$ cat src/rtl/pipe_stage_reg.sv
// Generic pipeline stage register: valid/ready handshake, flush bubble insertion,
// optional two-entry skid buffer and a saturating back-pressure counter.
module pipe_stage_reg #(
  parameter int CTRL_W = 8,
  parameter int DATA_W = 128,
  parameter int SKID   = 1,
  parameter int CNT_W  = 16
) (
  input  logic              CLK,
  input  logic              reset,
  input  logic              flush,
  input  logic              in_valid,
  output logic              in_ready,
  input  logic [CTRL_W-1:0] in_ctrl,
  input  logic [DATA_W-1:0] in_data,
  output logic              out_valid,
  input  logic              out_ready,
  output logic [CTRL_W-1:0] out_ctrl,
  output logic [DATA_W-1:0] out_data,
  output logic [CNT_W-1:0]  stall_cnt
);

  logic              m_valid;
  logic [CTRL_W-1:0] m_ctrl;
  logic [DATA_W-1:0] m_data;
  logic              s_valid;
  logic [CTRL_W-1:0] s_ctrl;
  logic [DATA_W-1:0] s_data;
  logic              in_fire;
  logic              out_fire;

  // Skid mode keeps in_ready purely registered; out_ready never reaches it.
  assign in_ready  = (SKID != 0) ? ~s_valid : (~m_valid | out_ready);
  assign in_fire   = in_valid & in_ready;
  assign out_fire  = m_valid & out_ready;
  assign out_valid = m_valid;
  assign out_ctrl  = m_valid ? m_ctrl : '0;
  assign out_data  = m_data;

  always_ff @(posedge CLK or negedge reset) begin
    if (!reset) begin
      m_valid <= 1'b0;
      m_ctrl  <= '0;
      m_data  <= '0;
      s_valid <= 1'b0;
      s_ctrl  <= '0;
      s_data  <= '0;
    end else if (flush) begin
      m_valid <= 1'b0;
      m_ctrl  <= '0;
      s_valid <= 1'b0;
      s_ctrl  <= '0;
    end else if (SKID == 0) begin
      if (in_fire) begin
        m_valid <= 1'b1;
        m_ctrl  <= in_ctrl;
        m_data  <= in_data;
      end else if (out_fire) begin
        m_valid <= 1'b0;
      end
    end else begin
      if (out_fire && s_valid) begin
        m_valid <= 1'b1;
        m_ctrl  <= s_ctrl;
        m_data  <= s_data;
        if (in_fire) begin
          s_ctrl <= in_ctrl;
          s_data <= in_data;
        end else begin
          s_valid <= 1'b0;
        end
      end else if (in_fire && (!m_valid || out_fire)) begin
        m_valid <= 1'b1;
        m_ctrl  <= in_ctrl;
        m_data  <= in_data;
      end else if (in_fire) begin
        s_valid <= 1'b1;
        s_ctrl  <= in_ctrl;
        s_data  <= in_data;
      end else if (out_fire) begin
        m_valid <= 1'b0;
      end
    end
  end

  // Survives flush on purpose: it is a debug statistic, not pipeline state.
  always_ff @(posedge CLK or negedge reset) begin
    if (!reset) begin
      stall_cnt <= '0;
    end else if (m_valid && !out_ready && (stall_cnt != '1)) begin
      stall_cnt <= stall_cnt + CNT_W'(1);
    end
  end

endmodule

$ cat config.mk
export PLATFORM = sky130hd
export DESIGN_NAME = pipe_stage_reg
export DESIGN_NICKNAME = d
export VERILOG_FILES = /design/src/rtl/pipe_stage_reg.sv
export SDC_FILE = /design/constraint.sdc
export NUM_CORES = 1
export LEC_CHECK = 0
export CORE_ASPECT_RATIO = 1.25
export CORE_UTILIZATION = 50
export DETAILED_ROUTE_END_ITERATION = 10
export PLACE_DENSITY = 0.8
export SKIP_CTS_REPAIR_TIMING = 1
export SLEW_MARGIN = 30
export SYNTH_ARGS = -nofsm -noshare
export SYNTH_HDL_FRONTEND = slang
export SYNTH_SLANG_ARGS = --single-unit
$ cat constraint.sdc
create_clock -name CLK -period 2 [get_ports CLK]
set_input_delay 0.4 -clock CLK [delete_from_list [all_inputs] [get_ports CLK]]
set_output_delay 0.4 -clock CLK [all_outputs]
set_load 0.1 [all_outputs]
==> results of run 1 <==
power groups by stage:
stage                     Clock (W)  Combinational [W]  Sequential [W]
after floorplan                   0            0.00165          0.0122
after global placement            0            0.00765         0.00818
after detailed placement          0            0.00779         0.00824
after CTS                   0.00561            0.00781         0.00816
after global routing        0.00582            0.00808         0.00832
final                       0.00550            0.00776         0.00816
cells in the final DEF, fill, tap and decap left out, drive strengths merged, types with 2 or more instances in the layout:
| master | synthesis | routed |
|---|---|---|
| and2 | 8 | 8 |
| nand3 | 4 | 4 |
| a21oi | 130 | 130 |
| clkinv | 0 | 3 |
| bufinv | 0 | 3 |
| diode | 0 | 4 |
| nand4 | 5 | 5 |
| mux2i | 136 | 136 |
| a31oi | 2 | 2 |
| buf | 58 | 214 |
| nor3 | 3 | 3 |
| clkbuf | 2 | 42 |
| nor4 | 5 | 5 |
| and4 | 2 | 2 |
| nand2 | 9 | 9 |
| dfrtp | 290 | 290 |
| a22o | 8 | 8 |
| nand2b | 3 | 3 |
| mux2 | 129 | 129 |
| xor2 | 13 | 13 |
| a211oi | 2 | 2 |
| o2bb2ai | 8 | 8 |
| clkdlybuf4s50 | 0 | 139 |
| nor2 | 136 | 136 |
per-layer routing:
metal	up-vias	GRT usage, %	wire [um]
met1	4213	27.2	11100
met2	236	40.1	14900
li1	4039	-	-
met4	0	9.36	1170
met3	66	4.96	1720
met5	-	0	0
worst min-delay path by stage:
stage,from,to,slack [ns]
global placement,reset,s_data[50],0.35
detailed placement,reset,out_data[50],0.36
floorplan,reset,m_ctrl[0],0.10
global route,reset,out_data[50],0.40
CTS,reset,out_data[50],-0.21
finish,reset,out_data[50],0.37
metrics by stage:
stage / cell area, um2 / setup TNS, ns / power (W) / hold slack [ns] / std cells
floorplan: 12300 / 0 / 0.0139 / 0.104 / 963
global placement: 15800 / -30.47 / 0.0158 / 0.348 / 1581
detailed placement: 15800 / -34.41 / 0.0160 / 0.364 / 1581
CTS: 16800 / 0 / 0.0216 / -0.206 / 1630
global route: 16800 / 0 / 0.0222 / 0.399 / 1635
finish: 16800 / 0 / 0.0214 / 0.371 / 1635
cells by family after synthesis:
| family | synth area share (%) |
|---|---|
| adder cells (fa/ha/maj) | 0.102 |
| AND/OR/NAND/NOR | 6.82 |
| buffers and inverters | 3.22 |
| flip-flops | 59.0 |
| multiplexers | 22.9 |
| AO/OA/AOI/OAI | 6.89 |
| XOR/XNOR | 0.998 |
area by class of cell:
| cell class | instances | area [um2] | area share, % |
|---|---|---|---|
| antenna | 4 | 10.0 | 0.0595 |
| clock inverter | 7 | 113 | 0.670 |
| sequential | 290 | 7280 | 43.3 |
| tap | 325 | 407 | 2.42 |
| inverter | 1 | 3.75 | 0.0223 |
| multi-input combinational | 612 | 4670 | 27.8 |
| timing repair buffer | 354 | 3480 | 20.7 |
| clock buffer | 42 | 855 | 5.08 |
state kept, by name (all words and copies together), names as in the netlist:
register / flops
out_valid: 1
m_ctrl: 8
out_data: 128
stall_cnt: 16
s_valid: 1
s_data: 128
s_ctrl: 8
==> results.cfg, run 1 <==
[status]
status = finished, final reports clean

[yosys]
synthArstFlopShare_pct = 100
synthCells = 963
synth_area_mm2 = 0.0123
syn-num-nets = 1105
yosys.area.top_type = dfrtp_1
synth.top_cells.by_count = 290 x dfrtp_1, 136 x mux2i_1, 135 x nor2_1
synth_seq_area_share_pct = 59.0
syn_area_per_cell_um2 = 12.8
synthTopCellsByArea = dfrtp_1 59%, mux2_2 11%, mux2i_1 11%
synth_flop_cell = dfrtp_1
ys_ff_latch = 290
yosys_warnings = 0
synth_edf_count = 0
synth_top_area_share_pct = 59.0
yosysMostFrequentCell = dfrtp_1
yosys.cell_types.count = 40

[floorplanning]
io_pins = 295
rows = 63
chipHeight_um = 177
core-area_mm2 = 0.0240
die_w_um = 142
start_util_pct = 51.3
die_area_mm2 = 0.0252

[drt]
vias_per_cell = 5.23
remaining_drc_errors = 0
firstDrtPassIters = 4
drt_iter0_markers = 272
routedWlPerCell_um = 17.7
final_antenna_net_count = 0
wl_um = 28900
via_count = 8554

[sta]
max_freq_ghz = 0.517
worstMarginPinSlew_ns = 0.495
finalMaxSlewViolations = 0
final-setup-viol-count = 0
rsz0062_at_grt = false
post-route-period-util_pct = 96.6
hold_viol = 0
max_slew_margin_pct = 66.9
final.setup.worst_slack_ns = 0.0674
skew_ns = 0.00755
period_minus_slack_ns = 1.93

[pwr]
power.density_mw_per_mm2 = 1270
p_int_w = 0.0128
seqPwrFrac_pct = 38.1
clockPowerShare_pct = 25.7
combPwrFrac_pct = 36.2
ir_drop_v = 0.000912
leakage_nw = 8.23
switchingPower_w = 0.00863
switching_share_pct = 40.3

[cts]
cts_tree = yes
numCtsBuffers = 28
cts.clk_slew.worst_paths_ns = 0.06
clk_latency_ns = 0.53
clockRootBuffer = clkbuf_16
cts_sinks = 290
clockBufferDepth = 3
h-tree-depth = 1

[global_routing]
track_usage_pct = 22.9
grt_overflow = 0
antenna_found_initial = 4
grt_max_degree = 64
grt_pass1_vias = 8848
grt_first_pass_wirelength_um = 45600

[critical_path]
crit_start = out_valid
cp_data_required_time_ns = 1.60
cp_max_fo = 13
crit_path_end_kind = output port
r2r-start = s_valid
endpoint = out_ctrl[5]
crit_arrival_ns = 1.53
critical-path-top-delay-family = flip-flops
crit_slowest_cell = dfrtp_2
worst-setup-path-type = reg2out
cp-start-kind = flop
path_buf_inv = 2
path_depth = 3
path_cells = buf_4 -> and2_2 -> buf_12
r2r_cells = 5
cp_slowest_stage_delay_ns = 0.42
rr_endpoint = s_data[49]
regToRegSetupSlack_ns = 0.17

[hold_path]
worstHoldPathType = in2async

[finish]
drive_above_1_share_pct = 32.2
utilization_pct = 70.2
final_nets = 1429
fillers = 1734
syn_to_final_growth_pct = 36.8

[flow_run]
cap_violations = 0

[placement]
io_buffers = 294
pre_cts_slack_ns = -0.187
dp_hpwl_um = 20400
gp_congestion = 0.791
Note: power is estimated with default switching activity, not from simulation.
==> run 2: changes to the inputs <==
--- a/config.mk
+++ b/config.mk
@@ -8,6 +8,7 @@
 export CORE_ASPECT_RATIO = 1.25
 export CORE_UTILIZATION = 50
 export DETAILED_ROUTE_END_ITERATION = 10
+export GPL_ROUTABILITY_DRIVEN = 1
 export PLACE_DENSITY = 0.8
 export SKIP_CTS_REPAIR_TIMING = 1
 export SLEW_MARGIN = 30
==> results of run 2 <==
Final layout, timing and power as in run 1 (identical DEF).
